File: src/rtl/spi_regfile_periph_pkg.sv
// Shared types and frame-geometry helpers for the SPI register-file peripheral.
// Frame on the wire, MSB first: [R/W][address][data].
package spi_periph_pkg;

  typedef enum logic [1:0] {
    IDLE   = 2'd0,
    SHIFT  = 2'd1,
    COMMIT = 2'd2
  } state_t;

  // R/W is the first bit on the wire, so it lands at the top of the shift register
  localparam int RW_BIT_FROM_MSB = 0;

  function automatic int frame_len(input int addr_w, input int data_w);
    return 1 + addr_w + data_w;
  endfunction

  function automatic int rw_bit(input int addr_w, input int data_w);
    return frame_len(addr_w, data_w) - 1 - RW_BIT_FROM_MSB;
  endfunction

endpackage

File: src/rtl/spi_regfile_periph_if.sv
// Chip-pin bundle between an SPI controller and the register-file peripheral.
interface spi_regfile_periph_if;
  logic sclk;
  logic copi;
  logic ncs;
  logic cipo;
  logic cipo_oe;

  modport master (output sclk, output copi, output ncs, input cipo, input cipo_oe);
  modport slave  (input sclk, input copi, input ncs, output cipo, output cipo_oe);
endinterface

File: src/rtl/spi_regfile_periph_sync_edge.sv
// Multi-flop synchroniser with rise/fall detection for one asynchronous pin.
// RST_LVL sets the reset value of the whole chain so reset release never fakes an edge.
module spi_sync_edge #(
  parameter int   SYNC_STAGES = 2,
  parameter logic RST_LVL     = 1'b0
) (
  input  logic clk,
  input  logic rst_n,
  input  logic din,
  output logic lvl,
  output logic rise,
  output logic fall
);

  logic [SYNC_STAGES-1:0] sync_q;
  logic                   lvl_d;

  always_ff @(posedge clk or negedge rst_n) begin
    if (!rst_n) begin
      sync_q <= {SYNC_STAGES{RST_LVL}};
      lvl_d  <= RST_LVL;
    end else begin
      sync_q <= {sync_q[SYNC_STAGES-2:0], din};
      lvl_d  <= sync_q[SYNC_STAGES-1];
    end
  end

  assign lvl  = sync_q[SYNC_STAGES-1];
  assign rise = lvl & ~lvl_d;
  assign fall = ~lvl & lvl_d;

endmodule

File: src/rtl/spi_regfile_periph.sv
// SPI (CPHA=0) slave front end driving a bank of NUM_REGS x DATA_W config registers.
// Optional readback of registers on cipo is enabled by defining SPI_READBACK_EN.
module spi_regfile_periph
  import spi_periph_pkg::*;
#(
  parameter int                ADDR_W      = 7,
  parameter int                DATA_W      = 8,
  parameter int                NUM_REGS    = 5,
  parameter int                SYNC_STAGES = 2,
  parameter logic              CPOL        = 1'b0,
  parameter logic [DATA_W-1:0] RESET_VAL   = '0
) (
  input  logic                         clk,
  input  logic                         rst_n,
  spi_regfile_periph_if.slave          spi,
  output logic [NUM_REGS*DATA_W-1:0]   regs_flat,
  output logic [NUM_REGS-1:0]          wr_strobe,
  output logic                         addr_err,
  output logic                         frame_err
);

  localparam int FRAME_LEN = frame_len(ADDR_W, DATA_W);
  localparam int RW_BIT    = rw_bit(ADDR_W, DATA_W);
  localparam int CNT_W     = $clog2(FRAME_LEN + 2);

  localparam logic [CNT_W-1:0]  CNT_MAX    = CNT_W'(FRAME_LEN + 1);
  localparam logic [CNT_W-1:0]  CNT_FRAME  = CNT_W'(FRAME_LEN);
  localparam logic [ADDR_W:0]   NUM_REGS_W = (ADDR_W+1)'(NUM_REGS);

  logic sclk_lvl, sclk_rise, sclk_fall;
  logic copi_lvl, copi_rise_unused, copi_fall_unused;
  logic ncs_lvl, ncs_rise, ncs_fall;

  spi_sync_edge #(.SYNC_STAGES(SYNC_STAGES), .RST_LVL(CPOL)) u_sync_sclk (
    .clk(clk), .rst_n(rst_n), .din(spi.sclk),
    .lvl(sclk_lvl), .rise(sclk_rise), .fall(sclk_fall)
  );

  spi_sync_edge #(.SYNC_STAGES(SYNC_STAGES), .RST_LVL(1'b0)) u_sync_copi (
    .clk(clk), .rst_n(rst_n), .din(spi.copi),
    .lvl(copi_lvl), .rise(copi_rise_unused), .fall(copi_fall_unused)
  );

  spi_sync_edge #(.SYNC_STAGES(SYNC_STAGES), .RST_LVL(1'b1)) u_sync_ncs (
    .clk(clk), .rst_n(rst_n), .din(spi.ncs),
    .lvl(ncs_lvl), .rise(ncs_rise), .fall(ncs_fall)
  );

  logic sample_edge, shift_edge, sclk_lvl_unused;
  assign sample_edge     = CPOL ? sclk_fall : sclk_rise;
  assign shift_edge      = CPOL ? sclk_rise : sclk_fall;
  assign sclk_lvl_unused = sclk_lvl;

  state_t                 state;
  logic [CNT_W-1:0]       cnt;
  logic                   fall_pend;
  logic                   start;
  logic [FRAME_LEN-1:0]   sr;
  logic [DATA_W-1:0]      regs [NUM_REGS];
  logic                   ncs_lvl_unused;

  // A frame start seen while committing is held one cycle so it is not lost
  assign start          = ncs_fall | fall_pend;
  assign ncs_lvl_unused = ncs_lvl;

  logic                frm_rw;
  logic [ADDR_W-1:0]   frm_addr;
  logic [DATA_W-1:0]   frm_data;
  logic                frm_addr_ok;

  assign frm_rw      = sr[RW_BIT];
  assign frm_addr    = sr[DATA_W +: ADDR_W];
  assign frm_data    = sr[DATA_W-1:0];
  assign frm_addr_ok = ({1'b0, frm_addr} < NUM_REGS_W);

  // Shift register is pure data: cleared at frame start, never reset
  always_ff @(posedge clk) begin
    if (state == IDLE && start)
      sr <= '0;
    else if (state == SHIFT && !ncs_rise && sample_edge)
      sr <= {sr[FRAME_LEN-2:0], copi_lvl};
  end

  always_ff @(posedge clk or negedge rst_n) begin
    if (!rst_n) begin
      state     <= IDLE;
      cnt       <= '0;
      fall_pend <= 1'b0;
      wr_strobe <= '0;
      addr_err  <= 1'b0;
      frame_err <= 1'b0;
      for (int i = 0; i < NUM_REGS; i++) regs[i] <= RESET_VAL;
    end else begin
      wr_strobe <= '0;
      addr_err  <= 1'b0;
      frame_err <= 1'b0;
      case (state)
        IDLE: begin
          fall_pend <= 1'b0;
          if (start) begin
            state <= SHIFT;
            cnt   <= '0;
          end
        end
        SHIFT: begin
          if (ncs_rise)
            state <= COMMIT;
          else if (sample_edge && cnt != CNT_MAX)
            cnt <= cnt + CNT_W'(1);
        end
        COMMIT: begin
          state     <= IDLE;
          fall_pend <= ncs_fall;
          if (cnt != CNT_FRAME)
            frame_err <= 1'b1;
          else if (!frm_addr_ok)
            addr_err <= 1'b1;
          else if (frm_rw) begin
            for (int i = 0; i < NUM_REGS; i++) begin
              if (frm_addr == ADDR_W'(i)) begin
                regs[i]      <= frm_data;
                wr_strobe[i] <= 1'b1;
              end
            end
          end
        end
        default: state <= IDLE;
      endcase
    end
  end

  always_comb begin
    regs_flat = '0;
    for (int i = 0; i < NUM_REGS; i++) regs_flat[i*DATA_W +: DATA_W] = regs[i];
  end

  logic cipo_q, cipo_oe_q;

`ifdef SPI_READBACK_EN
  localparam logic [CNT_W-1:0] CNT_HDR    = CNT_W'(1 + ADDR_W);
  localparam logic [CNT_W-1:0] CNT_HDR_M1 = CNT_W'(ADDR_W);

  logic [ADDR_W:0]    hdr_next;
  logic               hdr_done;
  logic               data_shift;
  logic               rd_frame;
  logic [DATA_W-1:0]  rd_val;
  logic [DATA_W-1:0]  snap;

  // Header completes on this sample edge: R/W and address are known one bit early
  assign hdr_next   = {sr[ADDR_W-1:0], copi_lvl};
  assign hdr_done   = (state == SHIFT) && !ncs_rise && sample_edge && (cnt == CNT_HDR_M1);
  assign data_shift = (state == SHIFT) && !ncs_rise && shift_edge && rd_frame &&
                      (cnt > CNT_HDR) && (cnt < CNT_FRAME);

  always_comb begin
    rd_val = '0;
    for (int i = 0; i < NUM_REGS; i++)
      if (hdr_next[ADDR_W-1:0] == ADDR_W'(i)) rd_val = regs[i];
  end

  // The MSB goes straight to cipo at snapshot time; snap holds the remaining bits
  always_ff @(posedge clk) begin
    if (hdr_done)
      snap <= rd_val << 1;
    else if (data_shift)
      snap <= snap << 1;
  end

  always_ff @(posedge clk or negedge rst_n) begin
    if (!rst_n) begin
      cipo_q    <= 1'b0;
      cipo_oe_q <= 1'b0;
      rd_frame  <= 1'b0;
    end else begin
      case (state)
        IDLE: begin
          cipo_q    <= 1'b0;
          rd_frame  <= 1'b0;
          cipo_oe_q <= start;
        end
        SHIFT: begin
          if (ncs_rise) begin
            cipo_q    <= 1'b0;
            cipo_oe_q <= 1'b0;
            rd_frame  <= 1'b0;
          end else if (hdr_done && !hdr_next[ADDR_W]) begin
            rd_frame <= 1'b1;
            cipo_q   <= rd_val[DATA_W-1];
          end else if (data_shift)
            cipo_q <= snap[DATA_W-1];
          else if (shift_edge && cnt >= CNT_FRAME)
            cipo_q <= 1'b0;
        end
        default: begin
          cipo_q    <= 1'b0;
          cipo_oe_q <= 1'b0;
          rd_frame  <= 1'b0;
        end
      endcase
    end
  end
`else
  assign cipo_q    = 1'b0;
  assign cipo_oe_q = 1'b0;
`endif

  assign spi.cipo    = cipo_q;
  assign spi.cipo_oe = cipo_oe_q;

endmodule

File: src/flat_wrapper.sv
// flat-port wrapper written by rule: the top's interface ports become plain ports
module spi_regfile_periph_flat import spi_periph_pkg::*;
#(
  parameter int                ADDR_W      = 7,
  parameter int                DATA_W      = 8,
  parameter int                NUM_REGS    = 5,
  parameter int                SYNC_STAGES = 2,
  parameter logic              CPOL        = 1'b0,
  parameter logic [DATA_W-1:0] RESET_VAL   = '0
)
  (clk, rst_n, regs_flat, wr_strobe, addr_err, frame_err, spi_sclk, spi_copi, spi_ncs, spi_cipo, spi_cipo_oe);
  spi_regfile_periph_if spi_i ();
  input  logic clk;
  input  logic rst_n;
  output logic [NUM_REGS*DATA_W-1:0] regs_flat;
  output logic [NUM_REGS-1:0] wr_strobe;
  output logic addr_err;
  output logic frame_err;
  input wire logic [$bits(spi_i.sclk)-1:0] spi_sclk;
  input wire logic [$bits(spi_i.copi)-1:0] spi_copi;
  input wire logic [$bits(spi_i.ncs)-1:0] spi_ncs;
  output wire logic [$bits(spi_i.cipo)-1:0] spi_cipo;
  output wire logic [$bits(spi_i.cipo_oe)-1:0] spi_cipo_oe;
  assign spi_i.sclk = spi_sclk;
  assign spi_i.copi = spi_copi;
  assign spi_i.ncs = spi_ncs;
  assign spi_cipo = spi_i.cipo;
  assign spi_cipo_oe = spi_i.cipo_oe;
  spi_regfile_periph #(.ADDR_W(ADDR_W), .DATA_W(DATA_W), .NUM_REGS(NUM_REGS), .SYNC_STAGES(SYNC_STAGES), .CPOL(CPOL), .RESET_VAL(RESET_VAL)) u_core (.clk(clk), .rst_n(rst_n), .spi(spi_i), .regs_flat(regs_flat), .wr_strobe(wr_strobe), .addr_err(addr_err), .frame_err(frame_err));
endmodule
File: config.mk
export PLATFORM = sky130hd
export DESIGN_NAME = spi_regfile_periph_flat
export DESIGN_NICKNAME = d
export VERILOG_FILES = /design/src/rtl/spi_regfile_periph_pkg.sv /design/src/rtl/spi_regfile_periph_if.sv /design/src/rtl/spi_regfile_periph_sync_edge.sv /design/src/rtl/spi_regfile_periph.sv /design/src/flat_wrapper.sv
export SDC_FILE = /design/constraint.sdc
export NUM_CORES = 1
export LEC_CHECK = 0
export CORE_MARGIN = 2
export CORE_UTILIZATION = 30
export CTS_CLUSTER_DIAMETER = 40
export DETAILED_ROUTE_END_ITERATION = 8
export PLACE_DENSITY = 0.59
export SLEW_MARGIN = 20
export SYNTH_ARGS = -nofsm -noshare
export SYNTH_HDL_FRONTEND = slang
export SYNTH_SLANG_ARGS = --single-unit
File: constraint.sdc
create_clock -name clk -period 2.5 [get_ports clk]
set_input_delay 0.375 -clock clk [delete_from_list [all_inputs] [get_ports clk]]
set_output_delay 0.375 -clock clk [all_outputs]
set_load 0.05 [all_outputs]
# == After elaboration in Yosys (flattened, before gate mapping) ==
# Cells that the tools add are included.
# op_classes
add_sub_neg,1
magnitude_cmp,1
eq_ne,12
n_mux,22
n_bitwise,8
reduce_logical,16
# op_table
op,count
$mux W5,7
$reduce_and A5 Y1,5
$eq A7 B2 Y1 const B,2
$mux W1,10
$ne A5 B5 Y1 const B,2
$pmux W5 S2,1
$eq A7 B1 Y1 const B,1
$eq A7 B3 Y1 const B,1
$logic_not A7 Y1,1
$lt A7 B3 Y1 const B,1
$add A5 B1 Y5 const B,1
$logic_and A1 B1 Y1,4
$mux W2,2
$ne A2 B1 Y1 const B,2
$ne A2 B2 Y1 const B,2
$not A1 Y1,4
$pmux W2 S2,1
$reduce_and A4 Y1,1
$reduce_bool A2 Y1,2
$and A1 B1 Y1,3
$eq A2 B1 Y1 const B,1
$eq A2 B2 Y1 const B,1
$logic_not A2 Y1,1
$pmux W1 S2,1
other kinds (3),3
# totals
ff_bits,79
inputBits,5
out_inout_bits,49
elab_cells,77

# == Depth between registers and ports, before layout ==
# Gate-level depths: netlist of run 1.
# depth
ltp_word,6
mapped_depth,7
mapped_depth_nobuf,6

# == Cells and area by module ==
# From an unflattened synthesis of run 1, not the netlist that was laid out.
# unflattened
cells_unflattened,243
area_unflattened_um2,3130.5
# by_module_without_submodules
module,n_inst,cells_per_inst,area_per_inst_um2,seq_area_each_um2
spi_regfile_periph,1,228,2856.5,1696.6
spi_sync_edge at u_core.u_sync_copi ...,2,5,90.1,75.1
spi_sync_edge at u_core.u_sync_ncs,1,5,93.8,78.8

# == Worst setup path after synthesis of run 1 ==
# OpenSTA, ideal clock, no wires.
# synth_path
path_type,register -> register
startpoint,register u_core.cnt[0]
endpoint,"register u_core.regs, in the netlist u_core.regs_flat[16]"
setup_time_ns,0.125
arrival_time_ns,1.828
t_required_ns,2.375
slack_ns,0.547
stages_incl_launch_ff,7
path_buffers,0
period_less_slack_ns,1.953
path_cell_list,dfrtp_1 > inv_1 > ha_1 > and4bb_2 > nand4_1 > nor3b_2 > mux2_2
# synth_between
elab_chain_cells,3
# synth_lines
element,line_no,text
from (decl),spi_regfile_periph.sv:55,logic [CNT_W-1:0] cnt;
from (signal assigned),spi_regfile_periph.sv:109,cnt <= cnt + CNT_W'(1);
$ne A5 B5 Y1,spi_regfile_periph.sv:114,if (cnt != CNT_FRAME)
$not A1 Y1 (no source line),-,
$reduce_and A5 Y1 (no source line),-,
"to (signal, indexed assignment)",spi_regfile_periph.sv:121,regs[i] <= frm_data;
to (decl),spi_regfile_periph.sv:59,logic [DATA_W-1:0] regs [NUM_REGS];
# No other way between the ends.
# A chain may end at the register's enable or synchronous reset.

# == Worst setup path in the final report of run 1 ==
# layout_path
startpoint,register u_core.cnt[0]
endpoint,"register u_core.regs, in the netlist u_core.regs_flat[32]"
# The elaborated chain is that of the path after synthesis.

==> results.sh, run 1 <==
export IMPL_run_status="complete, no violations"
export IMPL_p_comb_share_pct=8.7
export IMPL_yosys_register_bits=79
export IMPL_netSwitchingFraction_pct=28.29
export IMPL_grt_busiest_layer="met2"
export IMPL_synth_enable_flop_cells=0
export IMPL_timing_critical_path_fanout_max=8
export IMPL_crit_type="reg -> reg"
export IMPL_grt_start_max_net_pins=40
export IMPL_floorplan_die_area_um2=11080
export IMPL_globalRouteOverflowTotal=0
export IMPL_r2r_end="u_core.regs_flat[32]"
export IMPL_hold_class="in -> async"
export IMPL_syn_mean_instance_area_um2=12.55
export IMPL_synth_ff_type="sky130_fd_sc_hd__dfrtp_1"
export IMPL_clk_network_pwr_share_pct=35.5
export IMPL_dp_worst_setup_slack_ns=0.2912
export IMPL_cts_inserted_buffers=9
export IMPL_grt_first_pass_wirelength_mm=10.16
export IMPL_total_switching_power_uw=705.7
export IMPL_reg2regPathDepth=6
export IMPL_cts_resized_gates=0
export IMPL_min_period_ns=2.218
export IMPL_dieWidth_um=105.3
export IMPL_clock_tree_htree_level_count=3
export IMPL_drc=0
export IMPL_number_of_instances_in_the_synthesized_netlist=245
export IMPL_globalplace_congestion=0.7811
export IMPL_worst_slew_pin_slew_ns=0.7141
export IMPL_regToRegStartpoint="u_core.cnt[0]"
export IMPL_relSlewSlack_pct=52.31
export IMPL_dp_cells=427
export IMPL_post_synth_top_area_cell="sky130_fd_sc_hd__dfrtp_1"
export IMPL_layout_cells_non_filler=443
export IMPL_yosysUniqueCellTypes=38
export IMPL_routed_wirelength_mm=5.815
export IMPL_route_detailed_wl_per_inst_um=13.13
export IMPL_n_antenna_cell=0
export IMPL_yosysWarningCount=0
export IMPL_slew_viol_final=0
export IMPL_finalSetupViolCount=0
export IMPL_synth_common_cells="60 x sky130_fd_sc_hd__dfrtp_1, 38 x sky130_fd_sc_hd__nand2_1, 34 x sky130_fd_sc_hd__mux2_2"
export IMPL_clk_root_buffer_cell="sky130_fd_sc_hd__clkbuf_8"
export IMPL_timing_critical_path_arrival_ns=2.46
export IMPL_initial_utilization_pct=31.18
export IMPL_ys_top_cells_by_area="sky130_fd_sc_hd__dfrtp_1 49%, sky130_fd_sc_hd__mux2_2 12%, sky130_fd_sc_hd__dfxtp_1 10%"
export IMPL_fp_dieH_um=105.3
export IMPL_ys_async_sr_fraction_pct=79.75
export IMPL_setup_reg_to_reg_worst_slack_ns=0.28
export IMPL_finalCritPeriodShare_pct=88.72
export IMPL_final_hold_vio_count=0
export IMPL_hold_buffers=0
export IMPL_mappedNetlistArea_um2=3075
export IMPL_multi_input_comb_area_um2=1119
export IMPL_standby_leakage_power_uw=0.001730
export IMPL_synth_top_cell_area_share_pct=48.82
export IMPL_max_clock_freq_mhz=450.9
export IMPL_vias_per_cell=4.535
export IMPL_final_setup_skew_ns=0.008972
export IMPL_tritoncts_num_sinks=79
export IMPL_insertion_delay_of_the_later_clocked_pin_in_the_worst_skew_pair_ns=0.36
export IMPL_detailedRoute_firstIterationViolations=63
export IMPL_regArea_um2=1901
export IMPL_final_fill_count=939
export IMPL_grt_met1_usage_pct=16.36
export IMPL_via_count=2009
export IMPL_drive_above_1_share_pct=23.87
export IMPL_share_seq_of_total_power_pct=55.9
export IMPL_worst_setup_path_start_kind="flop"
export IMPL_intPower_uw=1789
export IMPL_drtPass1Iterations=4
export IMPL_clockBufferDepth=2
export IMPL_power_density_nw_per_um2=630.9
export IMPL_clock_slew_seen_by_the_registers_of_the_worst_setup_and_hold_paths_ns=0.09
export IMPL_post_cts_repair_setup_buffers=0
export IMPL_final_setup_worst_slack_ns=0.2821
export IMPL_worst_setup_path_end_kind="flop"
export IMPL_rsz_0062_raised_after_global_routing="false"
export IMPL_gr_usage_met3_pct=2.721
export IMPL_groute_usage_overall_pct=11.70
export IMPL_design_portCount=54
export IMPL_coreArea_um2=9864
export IMPL_drv_max_cap_violation_count=0
export IMPL_post_dp_hpwl_mm=4.185
export IMPL_synth_most_common_cell="sky130_fd_sc_hd__dfrtp_1"
export IMPL_finish_net_count=313
export IMPL_area_growth_syn_to_layout_pct=28.56
export IMPL_critical_path_required_ns=2.75
export IMPL_rows=36
export IMPL_vdd_ir_drop_max_v=0.0002229
export IMPL_initial_antenna_violation_count=0
export IMPL_fin_setup_tns_ns=0
export IMPL_globalRouteMet2Util_pct=16.87
export IMPL_via_count_of_the_first_global_routing_pass=1963
export IMPL_ant_nets=0
export IMPL_cts_tree="done"
export IMPL_count_of_port_buffers_added_during_placement=51
export IMPL_synth_sequential_area_ratio_pct=61.80
[power groups by stage]
stage / clock, uW / combinational, uW / sequential (uW)
floorplan: 0 / 143 / 1400
global placement: 0 / 217 / 1420
detailed placement: 0 / 222 / 1420
CTS: 931 / 222 / 1400
global route: 983 / 249 / 1410
finish: 885 / 216 / 1390
[worst max-delay path by stage]
| stage | endpoint | startpoint | slack (ns) | cells after the start |
|---|---|---|---|---|
| after floorplan | u_core.regs_flat[16] | u_core.cnt[0] | 0.55 | 6 |
| after global placement | u_core.regs_flat[32] | u_core.cnt[0] | 0.36 | 6 |
| after detailed placement | u_core.regs_flat[35] | u_core.cnt[0] | 0.29 | 6 |
| after CTS | u_core.regs_flat[32] | u_core.cnt[0] | 0.28 | 6 |
| after global routing | u_core.regs_flat[38] | u_core.cnt[0] | 0.13 | 6 |
| final | u_core.regs_flat[32] | u_core.cnt[0] | 0.28 | 6 |
[cell families after synthesis]
| logic type | share of synthesized area (%) |
|---|---|
| and+or+nand+nor | 13.39 |
| DFF | 61.80 |
| muxes | 16.36 |
| AOI/OAI and AO/OA | 4.719 |
| buffers and inverters | 2.115 |
| adders and majority gates | 1.221 |
| other | 0.1219 |
| xor gates and xnor gates | 0.2848 |
[metal layers]
metal	wire length, um	share of wire [%]
met5	0	0
met2	2607	45
met1	2829	49
met4	113	1.9
met3	264	4.5
[layout make-up]
class | count | share of cell area (%)
sequential | 79 | 48.07
multi-input combinational | 154 | 28.29
timing repair buffer | 58 | 14.43
tap | 133 | 4.209
clock buffer | 9 | 3.133
clock inverter | 7 | 1.582
inverter | 3 | 0.2848
[registers in the layout, indices dropped and copies added (netlist names)]
| signal | cells |
|---|---|
| u_core.u_sync_ncs.sync_q | 2 |
| u_core.frame_err | 1 |
| u_core.cnt | 5 |
| u_core.state | 2 |
| u_core.u_sync_ncs.lvl_d | 1 |
| u_core.u_sync_sclk.lvl_d | 1 |
| u_core.u_sync_sclk.sync_q | 2 |
| u_core.wr_strobe | 5 |
| u_core.sr | 16 |
| u_core.fall_pend | 1 |
| u_core.regs_flat | 40 |
| u_core.u_sync_copi.sync_q | 2 |
| u_core.addr_err | 1 |
[stage by stage]
stage                     cell area, um2  hold slack (ns)  power (uW)  util [%]
final                               3954          0.01673        2495     40.08
after floorplan                     3079          0.07941        1545         -
after global routing                3954          0.05621        2637     40.08
after detailed placement            3767           0.3373        1643     38.19
after CTS                           3954          0.02487        2548     40.08
after global placement              3767           0.3361        1637     38.19
[cells in the final DEF, fill, tap and decap left out, types with 2 or more instances in the layout]
cell	Yosys	routed
sky130_fd_sc_hd__a21oi_1	17	17
sky130_fd_sc_hd__buf_4	2	6
sky130_fd_sc_hd__clkbuf_8	0	9
sky130_fd_sc_hd__clkdlybuf4s50_1	0	50
sky130_fd_sc_hd__clkinv_4	0	2
sky130_fd_sc_hd__conb_1	1	2
sky130_fd_sc_hd__dfrtp_1	60	60
sky130_fd_sc_hd__dfstp_2	3	3
sky130_fd_sc_hd__dfxtp_1	16	16
sky130_fd_sc_hd__ha_1	3	3
sky130_fd_sc_hd__inv_1	3	3
sky130_fd_sc_hd__inv_6	0	3
sky130_fd_sc_hd__mux2_2	34	34
sky130_fd_sc_hd__mux2_4	8	8
sky130_fd_sc_hd__nand2_1	38	38
sky130_fd_sc_hd__nand2b_1	7	7
sky130_fd_sc_hd__nand3_1	6	6
sky130_fd_sc_hd__nand3b_1	2	2
sky130_fd_sc_hd__nor2_1	7	7
sky130_fd_sc_hd__nor2b_1	5	5
sky130_fd_sc_hd__nor4_1	4	4
sky130_fd_sc_hd__o21ai_0	3	3
[worst max-delay path, stage by stage (launching register included)]
cell	delay (ns)
sky130_fd_sc_hd__dfrtp_1	0.42
sky130_fd_sc_hd__inv_1	0.11
sky130_fd_sc_hd__ha_1	0.15
sky130_fd_sc_hd__and4bb_2	0.27
sky130_fd_sc_hd__nand2_1	0.15
sky130_fd_sc_hd__or3_1	0.63
sky130_fd_sc_hd__mux2_4	0.37
Note: power is estimated with default switching activity, not from simulation.
==> inputs of run 2 (changes only) <==
Settings changed: GPL_TIMING_DRIVEN set to 0, SLEW_MARGIN 20 to 15.
==> results.sh, run 2 (synthesis results as in run 1) <==
export IMPL_count_of_port_buffers_added_during_placement=51
export IMPL_post_dp_hpwl_mm=4.159
export IMPL_final_setup_worst_slack_ns=0.2363
export IMPL_fp_dieH_um=105.3
export IMPL_finalSetupViolCount=0
export IMPL_n_antenna_cell=0
export IMPL_post_cts_repair_setup_buffers=0
export IMPL_standby_leakage_power_uw=0.001743
export IMPL_initial_antenna_violation_count=0
export IMPL_drtPass1Iterations=4
export IMPL_final_setup_skew_ns=0.009141
export IMPL_routed_wirelength_mm=5.938
export IMPL_netSwitchingFraction_pct=25.59
export IMPL_coreArea_um2=9864
export IMPL_p_comb_share_pct=8.6
export IMPL_slew_viol_final=0
export IMPL_clockBufferDepth=2
export IMPL_insertion_delay_of_the_later_clocked_pin_in_the_worst_skew_pair_ns=0.35
export IMPL_max_clock_freq_mhz=441.8
export IMPL_intPower_uw=1977
export IMPL_worst_setup_path_start_kind="flop"
export IMPL_worst_slew_pin_slew_ns=0.8403
export IMPL_clock_tree_htree_level_count=3
export IMPL_clk_network_pwr_share_pct=39.0
export IMPL_drive_above_1_share_pct=22.22
export IMPL_timing_critical_path_arrival_ns=2.49
export IMPL_grt_start_max_net_pins=41
export IMPL_design_portCount=54
export IMPL_vdd_ir_drop_max_v=0.0002813
export IMPL_tritoncts_num_sinks=79
export IMPL_clock_slew_seen_by_the_registers_of_the_worst_setup_and_hold_paths_ns=0.07
export IMPL_largest_register_ff_count=40
export IMPL_finish_net_count=318
export IMPL_worst_setup_path_end_kind="flop"
export IMPL_dp_worst_setup_slack_ns=0.09171
export IMPL_timing_critical_path_fanout_max=8
export IMPL_cts_tree="done"
export IMPL_drc=0
export IMPL_clk_root_buffer_cell="sky130_fd_sc_hd__clkbuf_8"
export IMPL_power_density_nw_per_um2=662.5
export IMPL_run_status="complete, no violations"
export IMPL_drv_max_cap_violation_count=0
export IMPL_relSlewSlack_pct=43.84
export IMPL_via_count=2020
export IMPL_groute_usage_overall_pct=11.81
export IMPL_globalplace_congestion=0.7905
export IMPL_critical_path_required_ns=2.73
export IMPL_layout_cells_most_common_list="60 x sky130_fd_sc_hd__dfrtp_1, 50 x sky130_fd_sc_hd__clkdlybuf4s50_1, 38 x sky130_fd_sc_hd__nand2_1"
export IMPL_globalRouteOverflowTotal=0
export IMPL_min_period_ns=2.264
export IMPL_layout_commonest_cell="sky130_fd_sc_hd__dfrtp_1"
export IMPL_final_fill_count=947
export IMPL_share_seq_of_total_power_pct=52.5
export IMPL_ant_nets=0
export IMPL_rows=36
export IMPL_holdWs_ns=0.3532
export IMPL_grt_first_pass_wirelength_mm=10.39
export IMPL_route_detailed_wl_per_inst_um=13.25
export IMPL_via_count_of_the_first_global_routing_pass=2000
export IMPL_cts_inserted_buffers=9
export IMPL_rsz_0062_raised_after_global_routing="false"
export IMPL_floorplan_die_area_um2=11080
export IMPL_total_switching_power_uw=679.9
export IMPL_final_hold_vio_count=0
export IMPL_detailedRoute_firstIterationViolations=118
export IMPL_crit_type="reg -> reg"
export IMPL_vias_per_cell=4.509
export IMPL_finalCritPeriodShare_pct=90.55
export IMPL_initial_utilization_pct=31.18
export IMPL_dieWidth_um=105.3
export IMPL_area_growth_syn_to_layout_pct=30.39
export IMPL_power_uw=2657
export IMPL_hold_class="reg -> reg"
run 2: final timing paths:
check,start,endpoint,slack (ns),cells after the start
max,u_core.cnt[0],u_core.regs_flat[18],0.24,6
min,u_core.u_sync_copi.sync_q[0],u_core.u_sync_copi.sync_q[1],0.35,0
max reg2reg,u_core.cnt[0],u_core.regs_flat[18],0.24,6
min reg2reg,u_core.u_sync_copi.sync_q[0],u_core.u_sync_copi.sync_q[1],0.35,0
max in group asynchronous,rst_n,u_core.u_sync_ncs.sync_q[0],1.46,3
min in group asynchronous,rst_n,u_core.regs_flat[32],0.46,2
run 2: cell type report:
class                           count  area (um2)  share of cell area (%)
Buffer                             10       53.80                   1.342
Clock buffer                       10       127.6                   3.183
Clock inverter                      6       92.59                   2.309
Inverter                            3       11.26                  0.2808
Multi-Input combinational cell    154        1120                   27.92
Sequential cell                    79        1901                   47.39
Tap cell                          133       166.4                   4.150
Timing Repair Buffer               53       538.0                   13.42
run 2: repair_timing:
action                                  4_1_cts  5_1_grt
hold buffers                                  1        0
resized for setup                             0        1
endpoints found under the setup margin        0        8
hold endpoints to repair                     23        0
run 2: critical path: stages (launching register included):
cell and delay [ns]:
sky130_fd_sc_hd__dfrtp_1 0.42, sky130_fd_sc_hd__inv_1 0.12, sky130_fd_sc_hd__ha_1 0.18, sky130_fd_sc_hd__and4bb_2 0.30, sky130_fd_sc_hd__nand4_1 0.21, sky130_fd_sc_hd__nor3b_4 0.53
sky130_fd_sc_hd__mux2_2 0.39
run 2: power by group through the flow:
stage	combinational, uW	clock, uW	sequential [uW]
after CTS	231	1070	1400
after global placement	210	0	1420
after floorplan	143	0	1400
after detailed placement	229	0	1420
after global routing	257	1120	1410
final	227	1040	1390
run 2: metrics by stage:
step | utilization [%] | cells | setup TNS (ns) | cell area (um2)
finish | 40.65 | 448 | 0 | 4010
global route | 40.65 | 448 | 0 | 4010
CTS | 40.59 | 448 | 0 | 4004
detailed placement | 38.25 | 431 | 0 | 3774
global placement | 38.08 | 430 | -65.18 | 3756
floorplan | - | 246 | 0 | 3079
run 2: layer usage:
metal	wire, um	vias up	global-route usage (%)
met3	279	9	3.649
met1	2835	990	16.05
li1	-	972	-
met5	0	-	0
met4	79	0	3.429
met2	2743	49	18.16
==> inputs of run 3 (changes only) <==
Settings changed: SYNTH_HIERARCHICAL set to 1.
Clock period 2.5 ns to 2.9 ns, I/O delays scaled along.
==> results.sh, run 3 <==
export IMPL_share_seq_of_total_power_pct=54.7
export IMPL_cts_inserted_buffers=9
export IMPL_ant_nets=0
export IMPL_post_cts_repair_setup_buffers=0
export IMPL_p_comb_share_pct=7.2
export IMPL_initial_utilization_pct=31.24
export IMPL_drv_max_cap_violation_count=0
export IMPL_fp_dieH_um=105.4
export IMPL_grt_start_max_net_pins=37
export IMPL_setup_reg_to_reg_worst_slack_ns=0.57
export IMPL_grt_busiest_layer="met2"
export IMPL_grt_first_pass_wirelength_mm=9.804
export IMPL_total_switching_power_uw=528.8
export IMPL_hold_class="reg -> reg"
export IMPL_rows=36
export IMPL_number_of_instances_in_the_synthesized_netlist=239
export IMPL_via_count_of_the_first_global_routing_pass=1916
export IMPL_drive_above_1_share_pct=22.98
export IMPL_syn_mean_instance_area_um2=12.89
export IMPL_netSwitchingFraction_pct=24.70
export IMPL_crit_type="reg -> reg"
export IMPL_via_count=2006
export IMPL_postPlaceCellArea_um2=3780
export IMPL_finish_instance_area_um2=3988
export IMPL_standby_leakage_power_uw=0.001715
export IMPL_routed_wirelength_mm=6.000
export IMPL_min_period_ns=2.329
export IMPL_tritoncts_num_sinks=79
export IMPL_final_setup_worst_slack_ns=0.5711
export IMPL_relSlewSlack_pct=45.00
export IMPL_mappedNetlistArea_um2=3082
export IMPL_worstPathCellList="inv_1 > ha_1 > and4bb_2 > nand4_4 > nor4b_4 > mux2_2"
export IMPL_power_density_nw_per_um2=536.9
export IMPL_design_portCount=54
export IMPL_worst_slew_pin_slew_ns=0.8189
export IMPL_dp_worst_setup_slack_ns=0.5342
export IMPL_grt_met1_usage_pct=14.63
export IMPL_initial_antenna_violation_count=0
export IMPL_coreArea_um2=9864
export IMPL_vias_per_cell=4.538
export IMPL_critical_path_required_ns=3.13
export IMPL_vdd_ir_drop_max_v=0.0002362
export IMPL_slew_viol_final=0
export IMPL_reg2regPathDepth=6
export IMPL_timing_critical_path_fanout_max=8
export IMPL_worst_setup_path_start_kind="flop"
export IMPL_layout_cells_most_common_list="60 x sky130_fd_sc_hd__dfrtp_1, 50 x sky130_fd_sc_hd__clkdlybuf4s50_1, 39 x sky130_fd_sc_hd__mux2_2"
export IMPL_rsz_0062_raised_after_global_routing="false"
export IMPL_finish_utilization_pct=40.42
export IMPL_groute_usage_overall_pct=11.20
export IMPL_globalRouteMet2Util_pct=17.05
export IMPL_globalplace_congestion=0.7179
export IMPL_power_uw=2141
export IMPL_cts_tree="done"
export IMPL_clock_tree_htree_level_count=3
export IMPL_final_setup_skew_ns=0.005878
export IMPL_n_antenna_cell=0
export IMPL_worst_setup_path_end_kind="flop"
export IMPL_globalRouteOverflowTotal=0
export IMPL_count_of_port_buffers_added_during_placement=51
export IMPL_max_clock_freq_mhz=429.4
export IMPL_holdWs_ns=0.3513
export IMPL_intPower_uw=1612
export IMPL_route_detailed_wl_per_inst_um=13.57
export IMPL_floorplan_die_area_um2=11100
export IMPL_clock_slew_seen_by_the_registers_of_the_worst_setup_and_hold_paths_ns=0.08
export IMPL_slowest_delay_ns=0.68
export IMPL_dieWidth_um=105.4
export IMPL_finalCritPeriodShare_pct=80.31
export IMPL_drtPass1Iterations=4
export IMPL_area_growth_syn_to_layout_pct=29.39
export IMPL_library_cell_contributing_the_largest_single_delay_on_the_critical_path="sky130_fd_sc_hd__nor4b_4"
export IMPL_timing_critical_path_arrival_ns=2.56
export IMPL_gr_usage_met3_pct=4.267
export IMPL_detailedRoute_firstIterationViolations=54
export IMPL_clockBufferDepth=2
export IMPL_post_dp_hpwl_mm=4.085
export IMPL_finish_net_count=312
export IMPL_largest_register_ff_count=40
export IMPL_clk_root_buffer_cell="sky130_fd_sc_hd__clkbuf_8"
export IMPL_finalSetupViolCount=0
export IMPL_layout_commonest_cell="sky130_fd_sc_hd__dfrtp_1"
export IMPL_run_status="complete, no violations"
export IMPL_final_hold_vio_count=0
export IMPL_clk_network_pwr_share_pct=38.0
export IMPL_drc=0
export IMPL_insertion_delay_of_the_later_clocked_pin_in_the_worst_skew_pair_ns=0.34
export IMPL_yosysWarningCount=6
export IMPL_worst_hold_path_num_cells=0
-- run 3: routing by layer --
layer	routed length, um	part of all wire [%]	up-vias
li1	-	-	950
met1	2838	47	1003
met2	2728	45	43
met3	346	5.8	10
met4	86	1.4	0
met5	0	0	-
-- run 3: metrics by stage --
stage          std cells  TNS, ns
6_report             442        0
5_1_grt              442        0
4_1_cts              442        0
3_5_place_dp         425        0
3_3_place_gp         424   -38.37
2_1_floorplan        240        0
-- run 3: worst max-delay path, delay by kind of cell (launching register included) --
kind | cells | cell delay, ns
adders and majority gates | 1 | 0.14
buffers and inverters | 1 | 0.08
DFF | 1 | 0.44
muxes | 1 | 0.42
and+or+nand+nor | 3 | 1.15
-- run 3: final timing paths --
path | end | start
worst max-delay path | u_core/regs_flat[18] | u_core/cnt[0]
worst min-delay path | u_core/u_sync_copi/sync_q[1] | u_core/u_sync_copi/sync_q[0]
worst max register to register | u_core/regs_flat[18] | u_core/cnt[0]
worst min register to register | u_core/u_sync_copi/sync_q[1] | u_core/u_sync_copi/sync_q[0]
max in group asynchronous | u_core/u_sync_ncs/sync_q[0] | rst_n
min in group asynchronous | u_core/wr_strobe[1] | rst_n
-- run 3: timing repair --
item	in CTS	in global routing
hold buffers	1	0
gates resized for setup	0	0
endpoints found under the setup margin	0	0
hold endpoints to repair	20	0
-- run 3: power groups by stage --
stage / Clock [uW] / Sequential (uW) / Combinational (uW)
after floorplan: 0 / 1190 / 94.4
final: 814 / 1170 / 155
after CTS: 843 / 1170 / 158
after global placement: 0 / 1190 / 148
after detailed placement: 0 / 1190 / 156
after global routing: 876 / 1180 / 176
-- run 3: layout make-up --
| type | count | area [um2] |
|---|---|---|
| Clock buffer | 11 | 141.4 |
| Buffer | 11 | 50.05 |
| Tap cell | 133 | 166.4 |
| Timing Repair Buffer | 53 | 538.0 |
| Inverter | 3 | 11.26 |
| Fill cell | 939 | 5877 |
| Clock inverter | 5 | 56.30 |
| Multi-Input combinational cell | 147 | 1124 |
| Sequential cell | 79 | 1901 |
